File: src/rtl/disp_arbiter.sv
// disp_arbiter: time-shares a 24-bit hex display among four sources.
// Round-robin rotation with a fixed dwell, urgent preemption (lowest index
// wins) and a switch-selected manual mode that overrides everything else.
module disp_arbiter #(
    parameter int DWELL = 100_000_000,
    parameter int CNT_W = 27
) (
    input  logic        i_clk,
    input  logic        i_rst_n,
    input  logic [3:0]  i_req,
    input  logic [3:0]  i_urg,
    input  logic [3:0]  i_upd,
    input  logic [23:0] i_data0,
    input  logic [23:0] i_data1,
    input  logic [23:0] i_data2,
    input  logic [23:0] i_data3,
    input  logic        i_mode,
    input  logic [1:0]  i_sel,
    output logic [23:0] o_data_out,
    output logic [1:0]  o_cur_src,
    output logic        o_src_valid,
    output logic        o_switch_pulse
);

    typedef enum logic [1:0] {IDLE, SHOW, URGENT, MANUAL} state_t;

    state_t           r_state;
    state_t           w_next_state;
    logic [23:0]      r_shadow [4];
    logic [23:0]      w_data [4];
    logic [1:0]       r_cur_src;
    logic [1:0]       r_last;
    logic [1:0]       w_next_src;
    logic [CNT_W-1:0] r_cnt;
    logic [CNT_W-1:0] w_next_cnt;
    logic [23:0]      r_data_out;
    logic             r_src_valid;
    logic             r_switch_pulse;
    logic [3:0]       w_er;
    logic [3:0]       w_u;
    logic [2:0]       w_from_cur;
    logic [2:0]       w_from_last;
    logic [1:0]       w_urg_src;

    // First set bit of vec searching start+1, start+2, ... wrapping back to
    // start itself last. Bit 2 of the result flags that something was found.
    function automatic logic [2:0] findNext(input logic [3:0] vec, input logic [1:0] start);
        logic [2:0] result;
        logic [1:0] idx;
        result = 3'b000;
        for (int k = 4; k >= 1; k--) begin
            idx = start + 2'(k);
            if (vec[idx]) result = {1'b1, idx};
        end
        return result;
    endfunction

    // Lowest set index; the caller only uses it when vec is non-zero.
    function automatic logic [1:0] lowestSet(input logic [3:0] vec);
        logic [1:0] result;
        result = 2'd0;
        for (int k = 3; k >= 0; k--) begin
            if (vec[k]) result = 2'(k);
        end
        return result;
    endfunction

    assign w_data[0]   = i_data0;
    assign w_data[1]   = i_data1;
    assign w_data[2]   = i_data2;
    assign w_data[3]   = i_data3;
    assign w_er        = i_req;
    assign w_u         = i_req & i_urg;
    assign w_from_cur  = findNext(w_er, r_cur_src);
    assign w_from_last = findNext(w_er, r_last);
    assign w_urg_src   = lowestSet(w_u);

    // Next-state, next grant and dwell counter; mode overrides every state.
    always_comb begin
        w_next_state = r_state;
        w_next_src   = r_cur_src;
        w_next_cnt   = '0;
        if (i_mode) begin
            w_next_state = MANUAL;
            w_next_src   = i_sel;
        end else if (w_u != 4'b0000) begin
            w_next_state = URGENT;
            w_next_src   = w_urg_src;
        end else begin
            case (r_state)
                IDLE: begin
                    if (w_from_last[2]) begin
                        w_next_state = SHOW;
                        w_next_src   = w_from_last[1:0];
                    end
                end
                SHOW: begin
                    if (!w_er[r_cur_src] || r_cnt == CNT_W'(DWELL - 1)) begin
                        if (w_from_cur[2]) begin
                            w_next_src = w_from_cur[1:0];
                        end else begin
                            w_next_state = IDLE;
                        end
                    end else begin
                        w_next_cnt = r_cnt + 1'b1;
                    end
                end
                MANUAL: begin
                    if (w_er[r_cur_src]) begin
                        w_next_state = SHOW;
                    end else if (w_from_cur[2]) begin
                        w_next_state = SHOW;
                        w_next_src   = w_from_cur[1:0];
                    end else begin
                        w_next_state = IDLE;
                    end
                end
                default: begin
                    if (w_from_cur[2]) begin
                        w_next_state = SHOW;
                        w_next_src   = w_from_cur[1:0];
                    end else begin
                        w_next_state = IDLE;
                    end
                end
            endcase
        end
    end

    // State, grant, round-robin pointer and dwell counter registers.
    always_ff @(posedge i_clk or negedge i_rst_n) begin
        if (!i_rst_n) begin
            r_state        <= IDLE;
            r_cur_src      <= 2'd0;
            r_last         <= 2'd3;
            r_cnt          <= '0;
            r_switch_pulse <= 1'b0;
        end else begin
            r_state        <= w_next_state;
            r_cur_src      <= w_next_src;
            r_cnt          <= w_next_cnt;
            r_switch_pulse <= (w_next_src != r_cur_src);
            if (w_next_state == SHOW || w_next_state == URGENT) begin
                r_last <= w_next_src;
            end
        end
    end

    // Shadow capture, independent of grant and mode.
    always_ff @(posedge i_clk or negedge i_rst_n) begin
        if (!i_rst_n) begin
            for (int i = 0; i < 4; i++) r_shadow[i] <= '0;
        end else begin
            for (int i = 0; i < 4; i++) begin
                if (i_upd[i]) r_shadow[i] <= w_data[i];
            end
        end
    end

    // Display word and its valid flag, one edge behind the grant.
    always_ff @(posedge i_clk or negedge i_rst_n) begin
        if (!i_rst_n) begin
            r_data_out  <= '0;
            r_src_valid <= 1'b0;
        end else begin
            r_data_out  <= (r_state == IDLE) ? 24'h000000 : r_shadow[r_cur_src];
            r_src_valid <= (r_state != IDLE);
        end
    end

    assign o_data_out     = r_data_out;
    assign o_cur_src      = r_cur_src;
    assign o_src_valid    = r_src_valid;
    assign o_switch_pulse = r_switch_pulse;

endmodule

File: config.mk
export PLATFORM = sky130hd
export DESIGN_NAME = disp_arbiter
export DESIGN_NICKNAME = d
export VERILOG_FILES = /design/src/rtl/disp_arbiter.sv
export SDC_FILE = /design/constraint.sdc
export NUM_CORES = 1
export LEC_CHECK = 0
export ABC_AREA = 1
export CELL_PAD_IN_SITES_DETAIL_PLACEMENT = 0
export CELL_PAD_IN_SITES_GLOBAL_PLACEMENT = 2
export CORE_ASPECT_RATIO = 2
export CORE_UTILIZATION = 31
export DETAILED_ROUTE_END_ITERATION = 8
export HOLD_SLACK_MARGIN = 0.12
export PLACE_DENSITY_LB_ADDON = 0.1
export SYNTH_ARGS = -nofsm -noshare
export SYNTH_HDL_FRONTEND = slang
export SYNTH_SLANG_ARGS = --single-unit
File: constraint.sdc
create_clock -name i_clk -period 2.5 [get_ports i_clk]
set_input_delay 0.375 -clock i_clk [delete_from_list [all_inputs] [get_ports i_clk]]
set_output_delay 0.375 -clock i_clk [all_outputs]
set_load 0.05 [all_outputs]
Word-level counts from Yosys, hierarchy flattened
Index checks and enable logic that the tools add are counted.
{"block": "classes", "n_addsub": 7, "n_lt_le_gt_ge": 9, "n_eq_ne": 6, "n_mux": 51, "bitwise_logic": 2, "reduce_logical": 6}
{"operator": "27-bit 2-to-1 mux", "count": 4}
{"operator": "24-bit 2-to-1 mux", "count": 3}
{"operator": "24-bit binary-select mux with 2-bit select", "count": 1}
{"operator": "2-bit 2-to-1 mux", "count": 15}
{"operator": "27-bit by 1-bit adder with 27-bit output, second input constant", "count": 1}
{"operator": "27-bit == test, second input constant", "count": 1}
{"operator": "2-bit by 3-bit < comparator with 1-bit output, second input constant", "count": 8}
{"operator": "3-bit 2-to-1 mux", "count": 8}
{"operator": "1-bit binary-select mux with 2-bit select", "count": 8}
{"operator": "2-bit one-hot mux with 3 select lines", "count": 2}
{"operator": "1-bit 2-to-1 mux", "count": 10}
{"operator": "2-bit adder, second input constant", "count": 4}
{"operator": "2-bit by 1-bit adder with 2-bit output, second input constant", "count": 2}
{"operator": "4-bit AND", "count": 1}
{"operator": "2-bit by 1-bit == test with 1-bit output, second input constant", "count": 2}
{"operator": "2-bit == test, second input constant", "count": 2}
{"operator": "4-bit nonzero test", "count": 1}
{"operator": "3-bit >= comparator, second input constant", "count": 1}
{"operator": "2-bit inverter with 3-bit output", "count": 1}
{"operator": "2-bit zero test", "count": 1}
{"operator": "1-bit logical OR", "count": 2}
{"operator": "2-bit inequality test", "count": 1}
{"operator": "2-bit nonzero test", "count": 1}
{"operator": "1-bit zero test", "count": 1}
{"block": "totals", "regBits": 155, "input_bits": 113, "output_inout_bits": 28, "elab_cells": 92}

Depth between registers and ports, before layout
Gate-level depths: netlist of the first run.
{"block": "depth", "depth_word": 13, "mapped_depth": 20, "depth_no_buf": 19}

Worst setup path before layout of the first run
OpenSTA, ideal clock, no wires.
{"block": "synth_path", "kind": "register -> register", "start": "register r_cur_src[1], in the netlist o_cur_src[1]", "end": "register r_switch_pulse, in the netlist o_switch_pulse", "setup_time_ns": 0.116, "arrival_time_ns": 2.026, "required_time_ns": 2.384, "path_slack_ns": 0.358, "stages_incl_launch_ff": 19, "path_buffers": 1, "period_less_slack_ns": 2.142, "path_cell_list": "dfrtp_1 -> buf_4 -> inv_1 -> nand2_1 -> nand2_1 -> nand2_1 -> nand2_1 -> nor2_4 -> nand2_2 -> nand3_1 -> nand3b_1 -> nand2_1 -> nand3_1 -> nand2_1 -> nand2_1 -> nand2_1 -> nand2_1 -> nand2_1 -> nand2_1"}
{"block": "synth_between", "elab_chain_len": 12, "elab_cells_between_ends": 25, "classes_between": "add/sub (3); eq/ne (1); mux (19); reduce/logical (2)"}
{"element": "start: declaration", "line_no": "31", "text": "logic [1:0] r_cur_src;"}
{"element": "start signal: assignment", "line_no": "140", "text": "r_cur_src <= w_next_src;"}
{"element": "2-bit adder / 1-bit binary-select mux with 2-bit select (equally long branches)"}
{"element": "1-bit binary-select mux with 2-bit select / 1-bit 2-to-1 mux (equally long branches)", "line_no": "53, 98, 109"}
{"element": "1-bit 2-to-1 mux (implied by the code) / 3-bit 2-to-1 mux (equally long branches)", "line_no": "53", "text": "if (vec[idx]) result = {1'b1, idx};"}
{"element": "3-bit 2-to-1 mux (3 in a row)", "line_no": "53"}
{"element": "2-bit 2-to-1 mux", "line_no": "99, 111, 119"}
{"element": "2-bit 2-to-1 mux (on tied branches)", "line_no": "109, 98"}
{"element": "2-bit one-hot mux with 3 select lines", "line_no": "90", "text": "case (r_state)"}
{"element": "2-bit 2-to-1 mux", "line_no": "86", "text": "end else if (w_u != 4'b0000) begin"}
{"element": "2-bit 2-to-1 mux", "line_no": "83", "text": "if (i_mode) begin"}
{"element": "2-bit inequality test (*)", "line_no": "142", "text": "r_switch_pulse <= (w_next_src != r_cur_src);"}
{"element": "end signal: assignment", "line_no": "142"}
{"element": "end: declaration", "line_no": "38", "text": "logic r_switch_pulse;"}
Mark *: on every way between the ends. The rest lies on a longest branch, timed or not. The select of a mux whose other input is x is not followed.
A chain may end at the register's enable or synchronous reset.

Final worst setup path of the first run
{"block": "layout_path", "start": "register r_cur_src[0], in the netlist o_cur_src[0]", "end": "output o_cur_src[0]"}
{"element": "end: declaration", "line_no": "20", "text": "output logic [1:0] o_cur_src,"}
No word-level cell between the ends.

==> impl_results.html, run 1 <==
<table>
<tr><th>Metric</th><th>Value</th></tr>
<tr><th colspan="2">Power and ir drop</th></tr>
<tr><td>Power density over the cells</td><td>739.6 mW/mm²</td></tr>
<tr><td>Leakage power summed over all cells</td><td>~4.3 nW</td></tr>
<tr><td>Share of power burned in combinational logic</td><td>a little under a quarter</td></tr>
<tr><td>Proportion of power drawn by the clock network</td><td>about 36%</td></tr>
<tr><td>Post-layout power</td><td>between 0.007 and 0.008 W</td></tr>
<tr><td>Power share of the sequential group</td><td>between 40% and 50%</td></tr>
<tr><td>Share of total power consumed by net switching</td><td>about 31%</td></tr>
<tr><td>Net switching power of the design</td><td>around 0.0021 W</td></tr>
<tr><td>VDD IR-drop max</td><td>~460 µV</td></tr>
<tr><td>Internal Power</td><td>0.004864 W</td></tr>
<tr><th colspan="2">Clocking</th></tr>
<tr><td>Max H-tree Level</td><td>4</td></tr>
<tr><td>CTS Buf Count</td><td>17</td></tr>
<tr><td>Max Buffers Root-to-Sink</td><td>2</td></tr>
<tr><td>Num Clock Sinks</td><td>~160</td></tr>
<tr><td>Clock transition at the register clock pins on the worst setup and hold paths after CTS</td><td>roughly 60 ps</td></tr>
<tr><td>Clock tree from TritonCTS</td><td>done</td></tr>
<tr><td>Clk Latency, worst-skew pair</td><td>about 440 ps</td></tr>
<tr><td>Cell chosen for the clock root</td><td>clkbuf_16</td></tr>
<tr><th colspan="2">Worst setup path</th></tr>
<tr><td>Worst path max stage delay</td><td>around 890 ps</td></tr>
<tr><td>Max Fanout on Critical Path</td><td>11</td></tr>
<tr><td>Type of destination of the critical path</td><td>output pin</td></tr>
<tr><td>CP delay by family, top</td><td>buffers and inverters</td></tr>
<tr><td>Worst path required time</td><td>2120 ps</td></tr>
<tr><td>Cell-by-cell listing of the critical path</td><td>clkdlybuf4s50_1</td></tr>
<tr><td>Type of the setup path with the least slack</td><td>reg2out</td></tr>
<tr><td>Critical path arrival</td><td>approximately 1900 ps</td></tr>
<tr><td>Cell at the slowest stage of the critical path</td><td>clkdlybuf4s50_1</td></tr>
<tr><td>Category of the worst setup path launch point</td><td>flop</td></tr>
<tr><td>Crit path buffers/inverters</td><td>1</td></tr>
<tr><th colspan="2">Detailed routing</th></tr>
<tr><td>Remaining antenna violation count after routing</td><td>0</td></tr>
<tr><td>Final routed wirelength across all metal layers</td><td>approximately 22000 µm</td></tr>
<tr><td>Total number of vias</td><td>approximately 5900</td></tr>
<tr><td>Top layer in use</td><td>met4</td></tr>
<tr><td>Drc violations</td><td>0</td></tr>
<tr><td>Average wire per cell in the routed design</td><td>~19 µm</td></tr>
<tr><td>Avg Vias per Cell</td><td>roughly 5</td></tr>
<tr><td>First-pass iteration count of the detailed router</td><td>5</td></tr>
<tr><td>Routed wire length on met3</td><td>between 1000 and 1500 µm</td></tr>
<tr><td>Routed length on met1</td><td>approximately 8000 µm</td></tr>
<tr><td>Met2 routed WL</td><td>12680 µm</td></tr>
<tr><td>Number of design-rule violations left by the first detailed-router iteration</td><td>180</td></tr>
<tr><th colspan="2">Placement</th></tr>
<tr><td>Total half-perimeter wirelength after legalization and detailed placement</td><td>approximately 16000 µm</td></tr>
<tr><td>Placer congestion estimate</td><td>just over 0.8</td></tr>
<tr><td>IO Port Bufs</td><td>between 100 and 150</td></tr>
<tr><th colspan="2">Yosys</th></tr>
<tr><td>Top cell type's share of synthesized area</td><td>between 50% and 60%</td></tr>
<tr><td>Synthesis warning total</td><td>0</td></tr>
<tr><td>Number of synthesized flops with an enable pin</td><td>0</td></tr>
<tr><td>Average cell area after synthesis</td><td>between 9 and 10 µm²</td></tr>
<tr><td>Cell type contributing the most total cell area after synthesis</td><td>dfrtp_1</td></tr>
<tr><td>Count of state elements after synthesis</td><td>around 160</td></tr>
<tr><td>Top cells by instance count after synthesis</td><td>nand2_1, dfrtp_1, inv_1, o21ai_0, nor2_1</td></tr>
<tr><td>Syn Std Cell Area</td><td>between 0.007 and 0.008 mm²</td></tr>
<tr><td>Cell with the most instances after synthesis</td><td>nand2_1</td></tr>
<tr><td>Top cells by area in the synthesized netlist</td><td>dfrtp_1, nand2_1, mux2_2, inv_1, o21ai_0</td></tr>
<tr><td>Mapped Nets</td><td>871</td></tr>
<tr><td>Post-Syn Instances</td><td>~760</td></tr>
<tr><td>Part of the Yosys area used for sequential elements</td><td>a little over half</td></tr>
<tr><td>Number of library cell types mapped by synthesis</td><td>35</td></tr>
<tr><td>Ys async rst share</td><td>100.0%</td></tr>
<tr><td>Top_reg_cell synth</td><td>dfrtp_1</td></tr>
<tr><th colspan="2">Floorplanning</th></tr>
<tr><td>Width of the die</td><td>108.8 µm</td></tr>
<tr><td>Placement row count</td><td>between 70 and 80</td></tr>
<tr><td>Area of the placeable core</td><td>between 0.02 and 0.025 mm²</td></tr>
<tr><td>Die Ht</td><td>approximately 220 µm</td></tr>
<tr><td>Starting density of the core</td><td>31.77%</td></tr>
<tr><td>Boundary Pins</td><td>141</td></tr>
<tr><td>DIE AREA</td><td>roughly 0.023 mm²</td></tr>
<tr><th colspan="2">STA</th></tr>
<tr><td>Endpoints failing setup</td><td>0</td></tr>
<tr><td>Max Clock Freq</td><td>around 0.44 GHz</td></tr>
<tr><td>RSZ-0062 raised after global routing</td><td>false</td></tr>
<tr><td>Final slew viol count</td><td>0</td></tr>
<tr><td>Largest clock skew in the final design</td><td>roughly 11 ps</td></tr>
<tr><td>Period utilisation layout</td><td>91.92%</td></tr>
<tr><td>Worst slew pin tran</td><td>between 800 and 900 ps</td></tr>
<tr><td>Shortest period the worst path allows</td><td>about 2300 ps</td></tr>
<tr><td>Summed negative setup slack over all endpoints</td><td>0 ps</td></tr>
<tr><td>Final hold violation count</td><td>0</td></tr>
<tr><td>Headroom to the max-slew limit</td><td>between 40% and 50%</td></tr>
<tr><th colspan="2">GRT</th></tr>
<tr><td>Wire length of the first global-routing pass</td><td>approximately 34000 µm</td></tr>
<tr><td>Number of antenna violations at the first check in global routing</td><td>2</td></tr>
<tr><td>Residual overflow from global routing</td><td>0</td></tr>
<tr><td>All-Layer GR Usage</td><td>20.14%</td></tr>
<tr><td>Pin count of the biggest net entering global routing</td><td>56</td></tr>
<tr><td>Via count of the first global-routing pass</td><td>~6400</td></tr>
<tr><th colspan="2">Outcome</th></tr>
<tr><td>Status</td><td>complete, no violations</td></tr>
<tr><th colspan="2">Worst hold path</th></tr>
<tr><td>Path class of the lowest-slack min-delay path</td><td>in2reg</td></tr>
<tr><th colspan="2">Flow run</th></tr>
<tr><td>Number of max-cap violations</td><td>0</td></tr>
<tr><th colspan="2">Layout</th></tr>
<tr><td>NumNets Final</td><td>slightly above 1000</td></tr>
<tr><td>Area delta synth-&gt;final</td><td>33.94%</td></tr>
<tr><td>Share of layout cells above drive strength 1</td><td>approximately 14%</td></tr>
</table>
## cell families (layout without fill, tap and decap cells)
kind of cell	after synthesis	after routing	share of synthesized area (%)
compound gates	130	130	11.02
flops	155	155	54.89
fa+ha+maj	1	1	0.1769
other cells	0	2	0
buf+inv	130	292	7.149
simple gates	285	285	18.12
xor+xnor	8	8	0.9910
mux	48	48	7.645
## final timing paths
path                                endpoint  slack [ps]          from  cells past startpoint
worst max-delay path            o_cur_src[0]         200  o_cur_src[0]                      1
worst min-delay path            r_shadow[17]         420      i_upd[3]                      4
worst max register to register     r_cnt[24]         220      r_cnt[0]                     13
worst min register to register  r_shadow[77]         510  r_shadow[77]                      1
max in group asynchronous          r_last[1]        1220       i_rst_n                      3
min in group asynchronous       r_shadow[25]         500       i_rst_n                      2
## sequential cells by signal, indices dropped and copies added (netlist names)
| signal | cells |
|---|---|
| o_switch_pulse | 1 |
| r_state | 2 |
| r_cnt | 27 |
| o_src_valid | 1 |
| r_last | 2 |
| r_shadow | 96 |
| o_cur_src | 2 |
| o_data_out | 24 |
## cell usage in the layout (no fill, tap or decap), types with 2 or more instances in the layout
cell type,instances
xnor2_1,3
bufinv_16,2
nor3b_1,2
nor2_2,3
clkinv_4,3
nor3_1,10
inv_1,98
dfrtp_1,153
buf_2,2
o21a_1,2
clkinv_2,6
nand2_2,6
a21oi_1,17
o21ai_1,2
nand3_1,34
clkdlybuf4s50_1,137
diode_2,2
dfstp_2,2
o22ai_1,24
nand2_1,155
a221oi_1,24
nand4_1,7
buf_4,17
xor2_1,5
mux2_2,48
clkbuf_1,2
nor2_4,4
nand3b_1,2
o21ai_0,59
buf_12,3
nor2_1,51
nand3_2,5
nor3b_2,2
clkbuf_16,17
nor3_4,3
## power by group through the flow
| stage | Clock (W) | Combinational (W) | Sequential (W) |
|---|---|---|---|
| 6_report | 0.00252 | 0.00159 | 0.00289 |
| 5_1_grt | 0.00270 | 0.00173 | 0.00291 |
| 4_1_cts | 0.00260 | 0.00162 | 0.00289 |
| 3_5_place_dp | 0 | 0.00161 | 0.00293 |
| 3_3_place_gp | 0 | 0.00160 | 0.00292 |
| 2_1_floorplan | 0 | 0.000617 | 0.00322 |
## stage by stage
step	area [µm²]	hold WS [ps]	util [%]	cells	worst slack (ps)
global route	9470	430.9	42.55	1197	14.74
global placement	8845	378.9	39.74	1159	36.33
finish	9470	422.7	42.55	1197	202.0
detailed placement	8845	396.9	39.74	1159	17.17
floorplan	7071	79.41	-	757	358.4
CTS	9425	404.5	42.35	1192	166.4
## area by class of cell
cell class,instances,area (µm²)
diodes,2,5.005
clock buffers,20,446.7
clock inverters,12,123.9
fillers,2215,12780
inverters,99,374.1
multi-input cells,472,2704
flip-flops and latches,155,3881
well taps,276,345.3
repair buffers,161,1590
## routing by layer
metal  global-route usage (%)  vias up
met2                    38.31      156
met5                        0        -
met3                    4.530       34
li1                         -     2802
met1                    20.18     2869
met4                    8.604        0
## worst register-to-register path, delay by kind of cell (launching register included)
family          cells  cell delay (ps)
fa+ha+maj           1              200
flops               1              390
simple gates       10             1420
compound gates      2              170
## what timing repair did
item,in CTS,in global routing
gates resized for setup,0,5
hold endpoints to repair,53,0
setup buffers,0,3
setup endpoints to repair,0,2
hold buffers,1,0
Note: power is estimated with default switching activity, not from simulation.
==> run 2: changes to the inputs <==
--- a/config.mk
+++ b/config.mk
@@ -13,6 +13,7 @@
 export DETAILED_ROUTE_END_ITERATION = 8
 export HOLD_SLACK_MARGIN = 0.12
 export PLACE_DENSITY_LB_ADDON = 0.1
+export REMOVE_ABC_BUFFERS = 1
 export SYNTH_ARGS = -nofsm -noshare
 export SYNTH_HDL_FRONTEND = slang
 export SYNTH_SLANG_ARGS = --single-unit
==> run 2 against run 1 <==
Final area is 0.13% higher. Combinational power is essentially flat. Sequential power hardly changed. Highest routed layer unchanged. Largest cell class unchanged. Setup slack worse by 46 ps. Via count is 0.51% lower.
==> impl_results.html, run 2 (synthesized netlist as in run 1, its figures left out) <==
<table>
<tr><th>Metric</th><th>Value</th></tr>
<tr><th colspan="2">Outcome</th></tr>
<tr><td>Status</td><td>complete, no violations</td></tr>
<tr><th colspan="2">Placement</th></tr>
<tr><td>Placer congestion estimate</td><td>0.8793 (+6.1%)</td></tr>
<tr><td>DP Worst Slack</td><td>15.88 ps (-1.284 ps)</td></tr>
<tr><td>Post-place instance area</td><td>0.008852 mm² (about the same)</td></tr>
<tr><td>Total half-perimeter wirelength after legalization and detailed placement</td><td>14960 µm (-4.2%)</td></tr>
<tr><td>IO Port Bufs</td><td>140 (unchanged)</td></tr>
<tr><th colspan="2">Layout</th></tr>
<tr><td>Leading cell type in the layout, fill and taps excluded</td><td>nand2_1</td></tr>
<tr><td>Register ranked first by flip-flop count</td><td>r_shadow</td></tr>
<tr><td>Number of flip-flops under the largest register name</td><td>96 (unchanged)</td></tr>
<tr><td>NumNets Final</td><td>1018 (-0.20%)</td></tr>
<tr><td>Cell area after layout</td><td>0.009483 mm² (+0.13%)</td></tr>
<tr><td>Share of layout cells above drive strength 1</td><td>13.52% (-0.41 points)</td></tr>
<tr><td>Area delta synth-&gt;final</td><td>34.12%</td></tr>
<tr><td>Most frequent cells in the layout</td><td>nand2_1, dfrtp_1, clkdlybuf4s50_1</td></tr>
<tr><td>Diodes inserted</td><td>0 (-2)</td></tr>
<tr><th colspan="2">Detailed routing</th></tr>
<tr><td>Number of design-rule violations left by the first detailed-router iteration</td><td>273 (+52%)</td></tr>
<tr><td>Final routed wirelength across all metal layers</td><td>21080 µm (-5.4%)</td></tr>
<tr><td>Total number of vias</td><td>5831 (-0.51%)</td></tr>
<tr><td>Average wire per cell in the routed design</td><td>17.67 µm (-5.0%)</td></tr>
<tr><td>Avg Vias per Cell</td><td>4.888 (-0.18%)</td></tr>
<tr><td>Drc violations</td><td>0 (unchanged)</td></tr>
<tr><td>First-pass iteration count of the detailed router</td><td>4 (-1)</td></tr>
<tr><td>Remaining antenna violation count after routing</td><td>0 (unchanged)</td></tr>
<tr><th colspan="2">Worst setup path</th></tr>
<tr><td>Critical path arrival</td><td>1970 ps (+50 ps)</td></tr>
<tr><td>CP delay by family, top</td><td>buffers and inverters</td></tr>
<tr><td>Cell-by-cell listing of the critical path</td><td>clkdlybuf4s50_1</td></tr>
<tr><td>Type of destination of the critical path</td><td>output pin</td></tr>
<tr><td>Crit path buffers/inverters</td><td>1 (unchanged)</td></tr>
<tr><td>Type of the setup path with the least slack</td><td>reg2out</td></tr>
<tr><td>Worst path required time</td><td>2120 ps (about the same)</td></tr>
<tr><td>Worst path max stage delay</td><td>900 ps (about the same)</td></tr>
<tr><td>Category of the worst setup path launch point</td><td>flop</td></tr>
<tr><td>Max Fanout on Critical Path</td><td>11 (unchanged)</td></tr>
<tr><td>Cell at the slowest stage of the critical path</td><td>clkdlybuf4s50_1</td></tr>
<tr><th colspan="2">Clocking</th></tr>
<tr><td>CTS resizes</td><td>0 (unchanged)</td></tr>
<tr><td>Clock transition at the register clock pins on the worst setup and hold paths after CTS</td><td>60 ps (about the same)</td></tr>
<tr><td>Max H-tree Level</td><td>4 (unchanged)</td></tr>
<tr><td>Max Buffers Root-to-Sink</td><td>2 (unchanged)</td></tr>
<tr><td>Clock tree from TritonCTS</td><td>done</td></tr>
<tr><td>Num Clock Sinks</td><td>155 (unchanged)</td></tr>
<tr><td>Cell chosen for the clock root</td><td>clkbuf_16</td></tr>
<tr><td>CTS Buf Count</td><td>17 (unchanged)</td></tr>
<tr><td>Clk Latency, worst-skew pair</td><td>430 ps (about the same)</td></tr>
<tr><td>Post-CTS Setup Repair Bufs</td><td>0 (unchanged)</td></tr>
<tr><th colspan="2">STA</th></tr>
<tr><td>Largest clock skew in the final design</td><td>8.582 ps (-2.068 ps)</td></tr>
<tr><td>Final slew viol count</td><td>0 (unchanged)</td></tr>
<tr><td>Post-route worst setup slack</td><td>156.4 ps (-45.55 ps)</td></tr>
<tr><td>Max Clock Freq</td><td>0.4267 GHz (-1.9%)</td></tr>
<tr><td>Final hold violation count</td><td>0 (unchanged)</td></tr>
<tr><td>Shortest period the worst path allows</td><td>2344 ps (+45.55 ps)</td></tr>
<tr><td>Fin Hold WS</td><td>470.6 ps (+47.81 ps)</td></tr>
<tr><td>RSZ-0062 raised after global routing</td><td>false</td></tr>
<tr><td>Period utilisation layout</td><td>93.74% (+1.8 points)</td></tr>
<tr><td>Headroom to the max-slew limit</td><td>43.66% (+0.22 points)</td></tr>
<tr><td>Endpoints failing setup</td><td>0 (unchanged)</td></tr>
<tr><td>Worst slew pin tran</td><td>845.1 ps (-3.314 ps)</td></tr>
<tr><th colspan="2">Floorplanning</th></tr>
<tr><td>Starting density of the core</td><td>31.77% (unchanged)</td></tr>
<tr><td>Die Ht</td><td>215.6 µm (unchanged)</td></tr>
<tr><td>Boundary Pins</td><td>141 (unchanged)</td></tr>
<tr><td>Width of the die</td><td>108.8 µm (unchanged)</td></tr>
<tr><td>DIE AREA</td><td>0.02345 mm² (unchanged)</td></tr>
<tr><td>Area of the placeable core</td><td>0.02226 mm² (unchanged)</td></tr>
<tr><td>Placement row count</td><td>77 (unchanged)</td></tr>
<tr><th colspan="2">Power and ir drop</th></tr>
<tr><td>Leakage power summed over all cells</td><td>4.275 nW (+0.44%)</td></tr>
<tr><td>Share of total power consumed by net switching</td><td>29.57% (-0.99 points)</td></tr>
<tr><td>Power share of the sequential group</td><td>40.2% (-1.0 points)</td></tr>
<tr><td>Share of power burned in combinational logic</td><td>22.0% (-0.8 points)</td></tr>
<tr><td>Net switching power of the design</td><td>0.002119 W (-0.98%)</td></tr>
<tr><td>Internal Power</td><td>0.005048 W (+3.8%)</td></tr>
<tr><td>Power density over the cells</td><td>755.8 mW/mm² (+2.2%)</td></tr>
<tr><td>Proportion of power drawn by the clock network</td><td>37.8% (+1.8 points)</td></tr>
<tr><td>VDD IR-drop max</td><td>495.4 µV (+7.8%)</td></tr>
<tr><th colspan="2">GRT</th></tr>
<tr><td>Number of antenna violations at the first check in global routing</td><td>0 (-2)</td></tr>
<tr><td>Residual overflow from global routing</td><td>0 (unchanged)</td></tr>
<tr><td>Wire length of the first global-routing pass</td><td>33590 µm (-2.3%)</td></tr>
<tr><td>Via count of the first global-routing pass</td><td>6292 (-1.5%)</td></tr>
<tr><td>Pin count of the biggest net entering global routing</td><td>61 (+8.9%)</td></tr>
<tr><td>All-Layer GR Usage</td><td>19.54% (-0.60 points)</td></tr>
<tr><th colspan="2">Flow run</th></tr>
<tr><td>Number of max-cap violations</td><td>0 (unchanged)</td></tr>
<tr><th colspan="2">Worst hold path</th></tr>
<tr><td>Path class of the lowest-slack min-delay path</td><td>in2async</td></tr>
</table>
[run 2: changes by cell type in the layout (fill, tap and decap cells not counted), moves of 2 or more]
cell | before | now
buf_4 | 17 | 15
clkbuf_1 | 2 | 0
clkbuf_8 | 1 | 4
clkinv_4 | 3 | 1
diode_2 | 2 | 0
[run 2: worst paths after layout]
check                              from              to  slack (ps)  cells past startpoint
setup / recovery           o_cur_src[0]    o_cur_src[0]         160                      1
hold / removal                  i_rst_n       r_cnt[16]         470                      2
max in group asynchronous       i_rst_n       r_last[1]        1260                      3
hold reg to reg                r_cnt[0]        r_cnt[0]         480                      1
min in group i_clk             i_upd[3]    r_shadow[13]         470                      3
setup reg to reg           o_cur_src[0]  o_switch_pulse         230                     17
[run 2: power groups by stage]
stage / clock, W / sequential (W) / combinational, W
2_1_floorplan: 0 / 0.00323 / 0.000558
3_3_place_gp: 0 / 0.00292 / 0.00158
3_5_place_dp: 0 / 0.00293 / 0.00159
4_1_cts: 0.00279 / 0.00289 / 0.00160
5_1_grt: 0.00290 / 0.00291 / 0.00171
6_report: 0.00271 / 0.00288 / 0.00157
[run 2: layout make-up]
cell class	instances	area, µm²
fillers	2189	12770
inverters	99	374.1
repair buffers	159	1575
multi-input cells	472	2686
well taps	276	345.3
clock buffers	21	480.5
clock inverters	11	140.1
flip-flops and latches	155	3881
[run 2: repair_timing]
action | 4_1_cts | 5_1_grt
hold endpoints to repair | 47 | 0
hold buffers | 1 | 0
setup endpoints to repair | 0 | 0
[run 2: per-stage QoR]
step                      setup TNS, ps  std cells  power, W  utilization [%]
after floorplan                  -339.5        726  0.003788                -
after global placement                0       1160  0.004501            39.78
after detailed placement              0       1160  0.004521            39.78
after CTS                             0       1193  0.007276            42.61
after global routing                  0       1193  0.007526            42.61
final                                 0       1193  0.007167            42.61
[run 2: routing by layer]
metal / global-route usage, % / routed length, µm
met1: 20.74 / 7624
met2: 36.58 / 12190
met3: 4.379 / 848
met4: 6.937 / 419
met5: 0 / 0
==> run 3: changes to the inputs <==
--- a/config.mk
+++ b/config.mk
@@ -14,6 +14,7 @@
 export HOLD_SLACK_MARGIN = 0.12
 export PLACE_DENSITY_LB_ADDON = 0.1
 export REMOVE_ABC_BUFFERS = 1
+export SETUP_SLACK_MARGIN = 0.3
 export SYNTH_ARGS = -nofsm -noshare
 export SYNTH_HDL_FRONTEND = slang
 export SYNTH_SLANG_ARGS = --single-unit
==> run 3 against run 2 <==
Via count grew 0.46%. First-iteration DRC count grew 9.9%. Die area is the same. Clock power is essentially flat. Clock-buffer cell count is the same. Final area grew 1.9%. Global-route usage grew 0.076 points. Flip-flop and latch count is the same. Critical endpoint is now o_cur_src[1]. Highest routed layer unchanged.
==> impl_results.html, run 3 (synthesized netlist as in run 1, its figures left out) <==
<table>
<tr><th>Metric</th><th>Value</th></tr>
<tr><th colspan="2">STA</th></tr>
<tr><td>Final slew viol count</td><td>0 (unchanged)</td></tr>
<tr><td>Endpoints failing setup</td><td>0 (unchanged)</td></tr>
<tr><td>Headroom to the max-slew limit</td><td>44.35% (+0.69 points)</td></tr>
<tr><td>Period utilisation layout</td><td>85.29% (-8.5 points)</td></tr>
<tr><td>Largest clock skew in the final design</td><td>9.701 ps (+1.119 ps)</td></tr>
<tr><td>Summed negative setup slack over all endpoints</td><td>0 ps (unchanged)</td></tr>
<tr><td>Worst slew pin tran</td><td>834.8 ps (-10.36 ps)</td></tr>
<tr><td>Max Clock Freq</td><td>0.4690 GHz (+9.9%)</td></tr>
<tr><td>Shortest period the worst path allows</td><td>2132 ps (-211.3 ps)</td></tr>
<tr><td>Final hold violation count</td><td>0 (unchanged)</td></tr>
<tr><td>RSZ-0062 raised after global routing</td><td>true</td></tr>
<tr><th colspan="2">Clocking</th></tr>
<tr><td>Max H-tree Level</td><td>4 (unchanged)</td></tr>
<tr><td>Clock transition at the register clock pins on the worst setup and hold paths after CTS</td><td>60 ps (about the same)</td></tr>
<tr><td>Clk Latency, worst-skew pair</td><td>430 ps (about the same)</td></tr>
<tr><td>Clock tree from TritonCTS</td><td>done</td></tr>
<tr><td>Max Buffers Root-to-Sink</td><td>2 (unchanged)</td></tr>
<tr><td>Num Clock Sinks</td><td>155 (unchanged)</td></tr>
<tr><td>CTS Buf Count</td><td>17 (unchanged)</td></tr>
<tr><td>Cell chosen for the clock root</td><td>clkbuf_16</td></tr>
<tr><th colspan="2">Layout</th></tr>
<tr><td>Register ranked first by flip-flop count</td><td>r_shadow</td></tr>
<tr><td>Area delta synth-&gt;final</td><td>36.65%</td></tr>
<tr><td>NumNets Final</td><td>1031 (+1.3%)</td></tr>
<tr><td>Number of flip-flops under the largest register name</td><td>96 (unchanged)</td></tr>
<tr><td>Diodes inserted</td><td>0 (unchanged)</td></tr>
<tr><td>Leading cell type in the layout, fill and taps excluded</td><td>nand2_1</td></tr>
<tr><td>Most frequent cells in the layout</td><td>nand2_1, dfrtp_1, clkdlybuf4s50_1</td></tr>
<tr><td>Count of placed standard cells in the final layout, fillers left out</td><td>1206 (+1.1%)</td></tr>
<tr><td>Share of layout cells above drive strength 1</td><td>16.13% (+2.6 points)</td></tr>
<tr><th colspan="2">GRT</th></tr>
<tr><td>Residual overflow from global routing</td><td>0 (unchanged)</td></tr>
<tr><td>Via count of the first global-routing pass</td><td>6323 (+0.49%)</td></tr>
<tr><td>Pin count of the biggest net entering global routing</td><td>61 (unchanged)</td></tr>
<tr><td>All-Layer GR Usage</td><td>19.62% (+0.076 points)</td></tr>
<tr><td>Number of antenna violations at the first check in global routing</td><td>0 (unchanged)</td></tr>
<tr><td>Wire length of the first global-routing pass</td><td>33730 µm (+0.43%)</td></tr>
<tr><th colspan="2">Floorplanning</th></tr>
<tr><td>Boundary Pins</td><td>141 (unchanged)</td></tr>
<tr><td>Placement row count</td><td>77 (unchanged)</td></tr>
<tr><td>DIE AREA</td><td>0.02345 mm² (unchanged)</td></tr>
<tr><td>Starting density of the core</td><td>31.77% (unchanged)</td></tr>
<tr><td>Area of the placeable core</td><td>0.02226 mm² (unchanged)</td></tr>
<tr><td>Width of the die</td><td>108.8 µm (unchanged)</td></tr>
<tr><td>Die Ht</td><td>215.6 µm (unchanged)</td></tr>
<tr><th colspan="2">Detailed routing</th></tr>
<tr><td>Final routed wirelength across all metal layers</td><td>21330 µm (+1.2%)</td></tr>
<tr><td>First-pass iteration count of the detailed router</td><td>4 (unchanged)</td></tr>
<tr><td>Drc violations</td><td>0 (unchanged)</td></tr>
<tr><td>Avg Vias per Cell</td><td>4.857 (-0.62%)</td></tr>
<tr><td>Remaining antenna violation count after routing</td><td>0 (unchanged)</td></tr>
<tr><td>Total number of vias</td><td>5858 (+0.46%)</td></tr>
<tr><td>Average wire per cell in the routed design</td><td>17.68 µm (about the same)</td></tr>
<tr><td>Number of design-rule violations left by the first detailed-router iteration</td><td>300 (+9.9%)</td></tr>
<tr><th colspan="2">Worst setup path</th></tr>
<tr><td>Category of the worst setup path launch point</td><td>flop</td></tr>
<tr><td>Type of destination of the critical path</td><td>output pin</td></tr>
<tr><td>Worst path max stage delay</td><td>820 ps (-80 ps)</td></tr>
<tr><td>Worst path required time</td><td>2120 ps (about the same)</td></tr>
<tr><td>Cell at the slowest stage of the critical path</td><td>clkdlybuf4s50_1</td></tr>
<tr><td>Crit path buffers/inverters</td><td>2 (+1)</td></tr>
<tr><td>Cell-by-cell listing of the critical path</td><td>buf_4, clkdlybuf4s50_1</td></tr>
<tr><td>Type of the setup path with the least slack</td><td>reg2out</td></tr>
<tr><td>CP delay by family, top</td><td>buffers and inverters</td></tr>
<tr><td>Critical path arrival</td><td>1760 ps (-210 ps)</td></tr>
<tr><td>Max Fanout on Critical Path</td><td>8 (-3)</td></tr>
<tr><th colspan="2">Placement</th></tr>
<tr><td>IO Port Bufs</td><td>140 (unchanged)</td></tr>
<tr><td>Total half-perimeter wirelength after legalization and detailed placement</td><td>14960 µm (unchanged)</td></tr>
<tr><td>Placer congestion estimate</td><td>0.8793 (unchanged)</td></tr>
<tr><td>Placed cells</td><td>1160 (unchanged)</td></tr>
<tr><th colspan="2">Worst hold path</th></tr>
<tr><td>Path class of the lowest-slack min-delay path</td><td>in2async</td></tr>
<tr><th colspan="2">Power and ir drop</th></tr>
<tr><td>VDD IR-drop max</td><td>496.1 µV (+0.15%)</td></tr>
<tr><td>Leakage power summed over all cells</td><td>4.373 nW (+2.3%)</td></tr>
<tr><td>Power density over the cells</td><td>743.6 mW/mm² (-1.6%)</td></tr>
<tr><th colspan="2">Outcome</th></tr>
<tr><td>Status</td><td>complete, no violations</td></tr>
<tr><th colspan="2">Flow run</th></tr>
<tr><td>Number of max-cap violations</td><td>0 (unchanged)</td></tr>
</table>
## run 3: final timing paths
path,endpoint,from,slack [ps],cells past startpoint
max,o_cur_src[1],o_cur_src[1],370,2
min,r_cnt[16],i_rst_n,470,2
max reg2reg,r_cnt[24],r_cnt[0],400,13
min reg2reg,r_shadow[58],r_shadow[58],510,1
max in group asynchronous,r_last[1],i_rst_n,1250,3
min in group i_clk,r_shadow[13],i_upd[3],470,3
## run 3: final cells by class
| cell class | instances | area [µm²] |
|---|---|---|
| clock buffer | 21 | 480.5 |
| clock inverter | 11 | 140.1 |
| fill | 2172 | 12590 |
| inverter | 99 | 374.1 |
| multi-input combinational | 472 | 2768 |
| sequential | 155 | 3882 |
| tap | 276 | 345.3 |
| timing repair buffer | 172 | 1672 |
## run 3: through the flow
stage	hold slack, ps	total power [W]	setup WS (ps)	area (µm²)	utilization [%]
after floorplan	79.41	0.003788	-81.19	6939	-
after global placement	364.1	0.004501	52.44	8852	39.78
after detailed placement	368.9	0.004521	15.88	8852	39.78
after CTS	446.9	0.007276	281.6	9555	42.94
after global routing	477.8	0.007543	189.0	9662	43.41
final	466.1	0.007184	367.7	9662	43.41
## run 3: layer usage
layer / share of wire [%] / vias up / track usage (%)
li1: - / 2823 / -
met1: 36 / 2877 / 20.81
met2: 58 / 129 / 36.75
met3: 4.4 / 29 / 4.379
met4: 2.1 / 0 / 6.937
met5: 0 / - / 0
## run 3: repair_timing
action                                  4_1_cts  5_1_grt
hold endpoints to repair                     47        0
hold buffers                                  1        0
setup buffers                                 5        8
resized for setup                            11       10
pin swaps                                     6        8
endpoints found under the setup margin        5       15
cloned                                        0        0
## run 3: worst reg2reg max path, cell delays in order (launching register included)
cell and delay, ps:
dfrtp_1 390, ha_2 200, nand3_2 110, nor2_4 120, nand2_2 80, nor2_4 120, nand2_2 90, nor2_4 120
nand2_4 70, nor3_4 230, nor3b_2 210, nand2_1 80, o21ai_1 120, a21oi_1 50
## run 3: where the power goes
| group | internal, W | leakage, nW | switching (W) |
|---|---|---|---|
| clock network | 0.00167 | 0.309 | 0.00104 |
| registers | 0.00276 | 1.90 | 0.000113 |
| logic | 0.000624 | 2.16 | 0.000974 |
